<file path="src/rtl/serial_adder_ctrl.sv">
// Bit-serial adder: one full_adder cell stepped LSB-first over WIDTH clocks behind a start/busy/done handshake.
// Define SERIAL_ADDER_OVF_EN to add the registered two's-complement overflow output ovf.

module full_adder (
  input  logic a,
  input  logic b,
  input  logic c,
  output logic s,
  output logic co
);

  assign s  = a ^ b ^ c;
  assign co = (a & b) | (c & (a ^ b));

endmodule

module serial_adder_ctrl #(
  parameter  int WIDTH = 8,
  localparam int CNT_W = $clog2(WIDTH + 1)
) (
  input  logic             clk,
  input  logic             rst,
  input  logic             start,
  input  logic [WIDTH-1:0] a,
  input  logic [WIDTH-1:0] b,
  input  logic             cin,
  output logic             busy,
  output logic             done,
  output logic [WIDTH-1:0] sum,
  output logic             cout
`ifdef SERIAL_ADDER_OVF_EN
  ,
  output logic             ovf
`endif
);

  localparam logic [1:0] S_IDLE = 2'd0;
  localparam logic [1:0] S_RUN  = 2'd1;
  localparam logic [1:0] S_DONE = 2'd2;

  logic [1:0]       state;
  logic [WIDTH-1:0] a_sh;
  logic [WIDTH-1:0] b_sh;
  logic             c_reg;
  logic [CNT_W-1:0] cnt;
  logic             fa_s;
  logic             fa_c;
  logic             last_bit;

  full_adder u_fa (
    .a  (a_sh[0]),
    .b  (b_sh[0]),
    .c  (c_reg),
    .s  (fa_s),
    .co (fa_c)
  );

  assign last_bit = (cnt == CNT_W'(WIDTH - 1));
  assign busy     = (state == S_RUN) || (state == S_DONE);
  assign done     = (state == S_DONE);

  // The result register doubles as the output shift register: each new sum bit
  // enters at the MSB, so after WIDTH steps bit 0 has walked down into place.
  always_ff @(posedge clk) begin
    if (rst) begin
      state <= S_IDLE;
      a_sh  <= '0;
      b_sh  <= '0;
      c_reg <= 1'b0;
      cnt   <= '0;
      sum   <= '0;
      cout  <= 1'b0;
`ifdef SERIAL_ADDER_OVF_EN
      ovf   <= 1'b0;
`endif
    end else begin
      case (state)
        S_IDLE: begin
          if (start) begin
            a_sh  <= a;
            b_sh  <= b;
            c_reg <= cin;
            cnt   <= '0;
            sum   <= '0;
            cout  <= 1'b0;
`ifdef SERIAL_ADDER_OVF_EN
            ovf   <= 1'b0;
`endif
            state <= S_RUN;
          end
        end
        S_RUN: begin
          a_sh  <= {1'b0, a_sh[WIDTH-1:1]};
          b_sh  <= {1'b0, b_sh[WIDTH-1:1]};
          sum   <= {fa_s, sum[WIDTH-1:1]};
          c_reg <= fa_c;
          cnt   <= cnt + CNT_W'(1);
          if (last_bit) begin
            cout  <= fa_c;
`ifdef SERIAL_ADDER_OVF_EN
            // c_reg holds the carry into the MSB on the final step
            ovf   <= c_reg ^ fa_c;
`endif
            state <= S_DONE;
          end
        end
        S_DONE: begin
          state <= S_IDLE;
        end
        default: begin
          state <= S_IDLE;
        end
      endcase
    end
  end

endmodule

</file>
<file path="config.mk">
export PLATFORM = sky130hd
export DESIGN_NAME = serial_adder_ctrl
export DESIGN_NICKNAME = d
export VERILOG_FILES = /design/src/rtl/serial_adder_ctrl.sv
export SDC_FILE = /design/constraint.sdc
export NUM_CORES = 1
export LEC_CHECK = 0
export BUFFER_PORTS_ARGS = -buffer_cell sky130_fd_sc_hd__buf_4
export CORE_ASPECT_RATIO = 1.5
export CORE_MARGIN = 2
export CORE_UTILIZATION = 45
export DETAILED_ROUTE_END_ITERATION = 8
export PLACE_DENSITY = 0.68
export RECOVER_POWER = 50
export SLEW_MARGIN = 20
export SYNTH_ARGS = -nofsm -noshare
export SYNTH_HDL_FRONTEND = slang
export SYNTH_SLANG_ARGS = --single-unit
</file>
<file path="constraint.sdc">
create_clock -name clk -period 2 [get_ports clk]
set_clock_uncertainty 0.2 [all_clocks]
set_input_delay 0.2 -clock clk [delete_from_list [all_inputs] [get_ports clk]]
set_output_delay 0.2 -clock clk [all_outputs]
set_load 0.01 [all_outputs]
</file>
Word level (Yosys, flattened, before mapping)
Cells that the tools add are included.
W data, S select, Z words.
- register bits: 32
- bits of input ports: 20
- word-level logic and storage cells: 40
- $add $sub $neg: 1
- eq/ne operators: 5
- multiplexer cells: 16
- bitwise operators: 5
- reductions and logical operators: 6
- operators with widths (cell ; count):
    $pmux W8 S2 ; 3
    $mux W8 ; 3
    $pmux W4 S2 ; 1
    $add A4 B1 Y4 const B ; 1
    $eq A4 B3 Y1 const B ; 1
    $mux W2 ; 2
    $mux W4 ; 1
    $ne A2 B2 Y1 const B ; 2
    $pmux W1 S2 ; 2
    $pmux W2 S2 ; 1
    $reduce_and A2 Y1 ; 2
    $mux W1 ; 3
    $reduce_and A3 Y1 ; 1
    $and A1 B1 Y1 ; 2
    $eq A2 B1 Y1 const B ; 1
    $eq A2 B2 Y1 const B ; 1
    $logic_not A2 Y1 ; 1
    $reduce_bool A2 Y1 ; 1
    $xor A1 B1 Y1 ; 2
    $logic_or A1 B1 Y1 ; 1
    $or A1 B1 Y1 ; 1

Depth between registers and ports, before layout
Gate-level depths: netlist of the first run.
- depth after elaboration: 5
- gate-level depth with buffers: 7
- mapped depth without buffers: 5

By module
From an unflattened synthesis of the first run, not the netlist that was laid out.
- cells, all modules: 158
- area total of the unflattened synthesis: 1462.7 um^2
- modules (own cells, without submodules) (module ; instances ; cells each ; area each (um^2) ; seq. area each (um^2)):
    serial_adder_ctrl ; 1 ; 157 ; 1442.6 ; 640.6
    full_adder ; 1 ; 1 ; 20.0 ; 0.0

Least setup slack after synthesis of the first run
OpenSTA, ideal clock, no wires.
- kind: register -> register
- from: reg state[0]
- to: reg cnt[3]
- setup time: 74 ps
- arrival time: 1505 ps
- data required time: 1726 ps
- slack: 221 ps
- cell stages (with the launch flop): 6
- buffers on the path: 0
- period minus slack after synthesis: 1779 ps
- cell sequence: dfxtp_1 > inv_1 > ha_1 > mux2i_1 > or4b_1 > a31oi_1
- cells in the longest elaborated chain, start to end: 3
- RTL lines (item ; RTL line ; text):
    start: declaration ; 41 ; logic [1:0] state;
    start signal: assignment ; 66 ; state <= S_IDLE;
    start signal: assignment ; 89 ; state <= S_RUN;
    start signal: assignment ; 104 ; state <= S_DONE;
    $eq A2 B1 Y1 or $logic_not A2 Y1 (tied branches) ; 77 ; case (state)
    $reduce_bool A2 Y1 (no line) or $ne A2 B2 Y1 (tied branches) ; - ;
    $reduce_and A2 Y1 (no line) ; - ;
    end signal: assignment ; 97 ; cnt <= cnt + CNT_W'(1);
    end: declaration ; 45 ; logic [CNT_W-1:0] cnt;
Parallel ways exist; a longest one is shown, timed or not.
A chain may end at the register's enable or synchronous reset.

Final worst setup path of the first run
Ends and elaborated chain as after synthesis.

==> flow_metrics.tcl, run 1 <==
set metrics [dict create \
    vias_per_cell 5.21 \
    worstPathRequired_ps 2010 \
    h-tree-depth 2 \
    power_density_nw_per_um2 1250 \
    vdd_drop_max_mv 0.756 \
    fin_util_pct 57.0 \
    path_cells "inv_1, ha_1, mux2i_1, or4b_1, a31oi_1" \
    p_leak_nw 0.707 \
    routed_wl_mm 3.02 \
    rows 25 \
    cts_made_buffers 5 \
    initial_core_util_pct 46.8 \
    synth-seq-area-share_pct 43.3 \
    period_needed_ps 1860 \
    drv_slew 0 \
    diodes 0 \
    slowest_delay_ps 510 \
    post_cts_buffers 0 \
    hold_violations 0 \
    num-fill-cells 305 \
    tightest_slew_ps 475 \
    hold_path.class "in2reg" \
    worst_slack_ps 139 \
    finalCritPeriodShare_pct 93.1 \
    drive_above_1_share_pct 17.2 \
    place_inst 224 \
    reg.largest.list "a_sh: 8 flops, b_sh: 8 flops, sum: 8 flops" \
    synth-edff-count 0 \
    antenna_found_initial 0 \
    grt_pass1_wl_mm 5.18 \
    clk_latency_ps 280 \
    worstPathMaxFanout 4 \
    status "completed" \
    port_buffers 30 \
    ys_warn_count 0 \
    grt_usage_pct 18.3 \
    tns_ps 0 \
    vias 1209 \
    io_pins 31 \
    clockRootBuffer "clkbuf_8" \
    final_cells 232 \
    die_y_um 74.2 \
    remaining_drc_errors 0 \
    grt_max_degree 36 \
    overflow 0 \
    finalNetCount 218 \
    synth_nets 189 \
    postSynth.asyncResetShare_pct 0 \
    syn_area_per_cell_um2 9.13 \
    numClockSinks 32 \
    synth-main-ff-cell "dfxtp_1" \
    max_cap_viol_count 0 \
    place_ws_ps 127 \
    slew_headroom_pct 68.0 \
    dieArea_um2 3770 \
    cp_slowest_cell "or4b_1" \
    drt-initial-drc-count 37 \
    gp_congestion 0.734 \
    clk_pin_slew_worst_paths_ps 60 \
    synth.cell_area_um2 1480 \
    finalSetupViolCount 0 \
    critPathKind "reg2reg" \
    first_pass_iters 3 \
    grt_pass1_vias 1173 \
    core_area_um2 3160 \
    startpoint_type "flop" \
    cp.arrival_ps 1870 \
    clock_path_buffers 2 \
    cp_num_buf_inv 1 \
    crit_family "simple AND/OR/NAND/NOR gates" \
    die_w_um 50.8 \
    hpwl_mm 2.12 \
    crit_path_end_kind "flop" \
    synth_cell_types 24 \
    cts_tree "done" \
    fmax_mhz 537 \
    synthToLayoutAreaGrowth_pct 21.7 \
    postSynthCellCount 162 \
    ys_ff_latch 32 \
    routedWlPerCell_um 13.0 \
    ant_nets 0 \
]
-- synthesized netlist by cell type, drive strengths merged, types with 6 or more instances --
| master | number | share of area, % |
|---|---|---|
| a211oi | 15 | 7.6 |
| nand2 | 11 | 2.8 |
| nor2 | 17 | 4.3 |
| a21oi | 12 | 4.1 |
| inv | 7 | 1.8 |
| dfxtp | 32 | 43 |
| ha | 6 | 5.1 |
| nand3 | 9 | 3.0 |
| mux2i | 19 | 13 |
| clkbuf | 8 | 2.0 |
| nand2b | 6 | 2.5 |
-- final cells by class --
cell class | count | area (um2) | share of cell area [%]
clock buffer | 6 | 82.6 | 4.59
clock inverter | 2 | 10.0 | 0.556
inverter | 7 | 26.3 | 1.46
multi-input combinational | 110 | 759 | 42.2
sequential | 32 | 641 | 35.6
tap | 40 | 50.0 | 2.78
timing repair buffer | 35 | 231 | 12.9
-- where the power goes --
| part | internal [mW] | switching (mW) |
|---|---|---|
| Combinational | 0.389 | 0.490 |
| Sequential | 0.788 | 0.0875 |
| Clock | 0.274 | 0.224 |
| Total | 1.45 | 0.801 |
-- logic make-up (layout without fill, tap and decap cells) --
kind of cell	Yosys count	count (layout)	share of synthesized area (%)
flops	32	32	43.3
fa+ha+maj	7	7	6.43
buf+inv	20	50	5.58
compound gates	32	32	14.1
simple gates	51	51	16.9
mux	20	20	13.6
-- worst min-delay path: cells and delay by family --
kind / cells / cell delay (ps)
AOI/OAI and AO/OA: 1 / 60
buffers and inverters: 1 / 110
and+or+nand+nor: 1 / 70
-- final timing paths --
kind                                 to  cells after the start  startpoint  slack, ps
worst max-delay path             cnt[3]                      5    state[0]        140
worst min-delay path            b_sh[7]                      3        b[7]         10
worst max register to register   cnt[3]                      5    state[0]        140
worst min register to register  b_sh[7]                      2     b_sh[7]        260
-- metrics by stage --
| stage | power, mW | hold WS (ps) | cell area [um2] |
|---|---|---|---|
| floorplan | 1.53 | 165 | 1480 |
| global placement | 1.75 | 239 | 1750 |
| detailed placement | 1.79 | 249 | 1750 |
| CTS | 2.30 | 1.88 | 1840 |
| global route | 2.44 | 25.5 | 1800 |
| finish | 2.25 | 11.4 | 1800 |
-- layout by cell type (no fill, tap or decap), drive strengths merged --
cell	synthesis	final
a211oi	15	15
a32oi	2	2
dfxtp	32	32
a21boi	1	1
o21ai	1	1
clkbuf	8	18
a31oi	1	1
nand3	9	9
clkinv	0	2
nor2b	1	1
nor2	17	17
buf	5	23
nand2	11	11
nand4b	1	1
or4b	1	1
fa	1	1
ha	6	6
mux2	1	1
nand2b	6	6
nand3b	5	5
mux2i	19	19
inv	7	7
a21oi	12	12
-- per-layer routing --
layer | track usage [%] | vias to the layer above | share of wire (%)
met5 | 0 | - | 0
met4 | 9.01 | 0 | 2.1
met3 | 4.82 | 7 | 4.3
met2 | 30.4 | 23 | 53
met1 | 21.9 | 559 | 41
li1 | - | 620 | -
-- timing repair --
| action | CTS | global route |
|---|---|---|
| hold buffers | 0 | 0 |
| setup endpoints to repair | 0 | 2 |
| gates resized for setup | 0 | 1 |
Note: power is estimated with default switching activity, not from simulation.
==> run 2: changes to the inputs <==
Settings changed: CORE_ASPECT_RATIO 1.5 to unset.
==> flow_metrics.tcl, run 2 (same netlist as run 1, synthesis figures left out) <==
set metrics [dict create \
    clk_pin_slew_worst_paths_ps 90 \
    io_pins 31 \
    status "completed" \
    reg2reg_depth 5 \
    highest_layer "met4" \
    first_pass_iters 4 \
    numClockSinks 32 \
    finalNetCount 218 \
    cts_tree "done" \
    design_area_um2 1770 \
    vdd_drop_max_mv 0.553 \
    power.total_mw 2.06 \
    clk_latency_ps 320 \
    finalSetupViolCount 0 \
    max_cap_viol_count 0 \
    period_needed_ps 1840 \
    routed_wl_mm 2.94 \
    hold_violations 0 \
    synthToLayoutAreaGrowth_pct 19.4 \
    initial_core_util_pct 48.0 \
    remaining_drc_errors 0 \
    place_inst 226 \
    reg.largest.list "a_sh: 8 flops, b_sh: 8 flops, sum: 8 flops" \
    met3WireLength_um 139 \
    final_cells 235 \
    hold_path.class "in2reg" \
    worstPathRequired_ps 2040 \
    hpwl_mm 2.01 \
    critPathKind "reg2reg" \
    grt_max_degree 41 \
    power_density_nw_per_um2 1170 \
    final_common_cell "dfxtp_1" \
    tightest_slew_ps 476 \
    min_delay_path_depth 3 \
    layout_common_cells "dfxtp_1, buf_4, mux2i_1" \
    dpl-instance-area_um2 1730 \
    worstPathMaxFanout 4 \
    clockRootBuffer "clkbuf_4" \
    slew_headroom_pct 68.0 \
    die_w_um 61.3 \
    finalCritPeriodShare_pct 91.8 \
    wl_met2_mm 1.37 \
    grt_usage_pct 19.0 \
    p_leak_nw 0.686 \
    vias 1231 \
    antenna_found_initial 0 \
    rows 20 \
    drt-initial-drc-count 56 \
    grt_pass1_wl_mm 5.18 \
    core_area_um2 3080 \
    overflow 0 \
    gp_congestion 0.770 \
    vias_per_cell 5.24 \
    clock_path_buffers 2 \
    diodes 0 \
    h-tree-depth 2 \
    rsz0062_at_grt "no" \
    startpoint_type "flop" \
    dieArea_um2 3760 \
    drv_slew 0 \
    crit_path_end_kind "flop" \
    die_y_um 61.3 \
    port_buffers 30 \
    ant_nets 0 \
    cts_made_buffers 5 \
    drive_above_1_share_pct 17.8 \
    routedWlPerCell_um 12.5 \
    wirelength_met1_mm 1.40 \
    fmax_mhz 545 \
    cp.arrival_ps 1870 \
    grt_pass1_vias 1180 \
]
run 2: cell types whose count changed in the layout (fill, tap and decap cells not counted):
cell	delta
clkbuf_8	-6
clkbuf_4	+5
buf_4	+2
dlygate4sd3_1	+2
buf_12	-1
clkbuf_1	-1
clkbuf_2	-1
clkinv_2	-1
dfxtp_1	-1
dfxtp_2	+1
ha_1	-1
ha_2	+1
inv_1	-1
inv_2	+1
run 2: area by class of cell:
type | count | area [um2]
fillers | 300 | 1310
multi-input cells | 110 | 762
flip-flops and latches | 32 | 642
repair buffers | 35 | 234
well taps | 44 | 55.1
clock buffers | 6 | 41.3
inverters | 7 | 26.3
clock inverters | 1 | 5.00
run 2: critical path: stages, from the launching register on:
cell and delay (ps):
dfxtp_2 370, inv_1 80, ha_1 270, nand2b_1 170, a21boi_0 440, mux2i_1 240
run 2: timing repair:
action	CTS	global route
setup buffers	0	0
pin swaps	0	0
setup endpoints to repair	25	4
hold buffers	2	0
resized for setup	1	4
hold endpoints to repair	2	0
run 2: per-layer routing:
metal | up-vias | GRT usage, %
met1 | 580 | 23.9
met2 | 25 | 29.9
met3 | 4 | 6.72
li1 | 622 | -
met5 | - | 0
met4 | 0 | 7.45
run 2: worst paths after layout:
kind,endpoint,startpoint,slack [ps]
hold / removal,b_sh[3],b[3],30
setup / recovery,state[0],state[0],160
setup reg to reg,state[0],state[0],160
hold reg to reg,a_sh[7],a_sh[7],260
run 2: power by group:
part           switching (mW)  internal [mW]  leakage [nW]
Combinational           0.488          0.370         0.396
Clock                   0.200          0.129        0.0281
Sequential             0.0889          0.788         0.262
Total                   0.777           1.29         0.686
run 2: through the flow:
stage	hold WS (ps)	setup TNS (ps)	worst slack, ps	utilization, %
floorplan	165	0	221	-
global placement	241	0	54.1	56.1
detailed placement	252	-799	-87.7	56.1
CTS	16.9	0	96.2	58.3
global route	20.5	0	38.1	57.4
finish	26.0	0	164	57.4
==> run 3: changes to the inputs <==
Settings changed: CTS_BUF_LIST set to sky130_fd_sc_hd__clkbuf_8.
==> flow_metrics.tcl, run 3 (same netlist as run 1, synthesis figures left out) <==
set metrics [dict create \
    cts_made_buffers 5 \
    p_clk_share_pct 20.7 \
    place_inst 226 \
    slew_headroom_pct 69.1 \
    cp_slowest_cell "or4b_1" \
    clockRootBuffer "clkbuf_8" \
    die_w_um 61.3 \
    vias_per_cell 5.15 \
    worstPathRequired_ps 2010 \
    initial_core_util_pct 48.0 \
    path_cells "inv_1, ha_1, mux2i_1, or4b_1, a31oi_1" \
    p_leak_nw 0.696 \
    drive_above_1_share_pct 15.7 \
    fin_util_pct 58.0 \
    finalCritPeriodShare_pct 93.4 \
    grt_usage_pct 19.2 \
    finalNetCount 218 \
    clk_pin_slew_worst_paths_ps 60 \
    reg.largest.list "a_sh: 8 flops, b_sh: 8 flops, sum: 8 flops" \
    diodes 0 \
    max_cap_viol_count 0 \
    hold_violations 0 \
    io_pins 31 \
    cts_tree "done" \
    startpoint_type "flop" \
    grt_pass1_vias 1198 \
    rows 20 \
    synthToLayoutAreaGrowth_pct 20.7 \
    p_int_mw 1.37 \
    power_density_nw_per_um2 1210 \
    clock_path_buffers 2 \
    numClockSinks 32 \
    final_common_cell "dfxtp_1" \
    layout_common_cells "dfxtp_1, buf_4, mux2i_1" \
    overflow 0 \
    port_buffers 30 \
    ant_nets 0 \
    remaining_drc_errors 0 \
    status "completed" \
    cp_num_buf_inv 1 \
    grt_pass1_wl_mm 5.19 \
    die_y_um 61.3 \
    switchingPower_uw 796 \
    routed_wl_mm 2.99 \
    rsz0062_at_grt "no" \
    cp.arrival_ps 1880 \
    grt_max_degree 41 \
    dieArea_um2 3760 \
    post_cts_buffers 0 \
    h-tree-depth 2 \
    crit_path_end_kind "flop" \
    period_needed_ps 1870 \
    dpl-instance-area_um2 1730 \
    hold_path.class "in2reg" \
    antenna_found_initial 0 \
    crit_family "simple AND/OR/NAND/NOR gates" \
    drv_slew 0 \
    switching_share_pct 36.7 \
    clk_latency_ps 280 \
    hpwl_mm 2.01 \
    routedWlPerCell_um 12.7 \
    gp_congestion 0.770 \
    final_cells 235 \
    critPathKind "reg2reg" \
    design_area_um2 1790 \
    worstPathMaxFanout 4 \
    vdd_drop_max_mv 0.652 \
    drt-initial-drc-count 56 \
    vias 1211 \
    first_pass_iters 4 \
    fmax_mhz 536 \
    power_frac_seq_pct 40.3 \
    finalSetupViolCount 0 \
    r2r_slack_ps 130 \
    core_area_um2 3080 \
    p_comb_share_pct 38.9 \
    slowest_delay_ps 520 \
    tightest_slew_ps 460 \
]
## run 3: cell types whose count changed in the layout (fill, tap and decap cells not counted)
cell / before / now
dfxtp_1: 31 / 32
buf_4: 24 / 22
clkbuf_4: 5 / 0
ha_2: 1 / 0
inv_1: 6 / 7
clkbuf_1: 10 / 11
dfxtp_2: 1 / 0
clkbuf_8: 0 / 5
ha_1: 5 / 6
## run 3: metal layers
metal	vias up	track usage, %	routed length, um
met5	-	0	0
met4	0	8.70	48
met3	6	7.35	156
met2	28	30.5	1370
met1	561	23.1	1410
li1	616	-	-
## run 3: area by class of cell
cell class                      count  area (um2)
Timing Repair Buffer               35         226
Tap cell                           44        55.1
Clock inverter                      2        8.76
Clock buffer                        5        68.8
Fill cell                         291        1290
Inverter                            7        26.3
Multi-Input combinational cell    110         759
Sequential cell                    32         641
## run 3: final timing paths
kind                                from       to  depth (start not counted)
worst max-delay path            state[0]   cnt[3]                          5
worst min-delay path                b[2]  b_sh[2]                          3
worst max register to register  state[0]   cnt[3]                          5
worst min register to register   a_sh[7]  a_sh[7]                          2
## run 3: stage by stage
step	setup TNS, ps	total power [mW]	worst slack (ps)	hold slack, ps
after CTS	0	2.20	97.8	65.0
after global placement	0	1.70	54.1	241
after detailed placement	-799	1.74	-87.7	252
final	0	2.17	133	67.8
after global routing	0	2.34	7.98	77.2
after floorplan	0	1.53	221	165
## run 3: timing repair
item / in CTS / in global routing
resized for setup: 1 / 2
setup endpoints to repair: 25 / 2
hold buffers: 2 / 0
hold endpoints to repair: 2 / 0
## run 3: worst reg2reg max path: cells and delay by family (launching register included)
family	cells	cell delay, ps
adder cells (fa/ha/maj)	1	270
multiplexers	1	170
buffers and inverters	1	100
AO/OA/AOI/OAI	1	160
AND/OR/NAND/NOR	1	520
flip-flops	1	380
## run 3: power by group through the flow
stage	logic (mW)	registers, mW	clock network, mW
5_1_grt	0.954	0.894	0.495
4_1_cts	0.865	0.874	0.465
3_3_place_gp	0.819	0.878	0
2_1_floorplan	0.666	0.866	0
3_5_place_dp	0.849	0.887	0
6_report	0.844	0.875	0.450
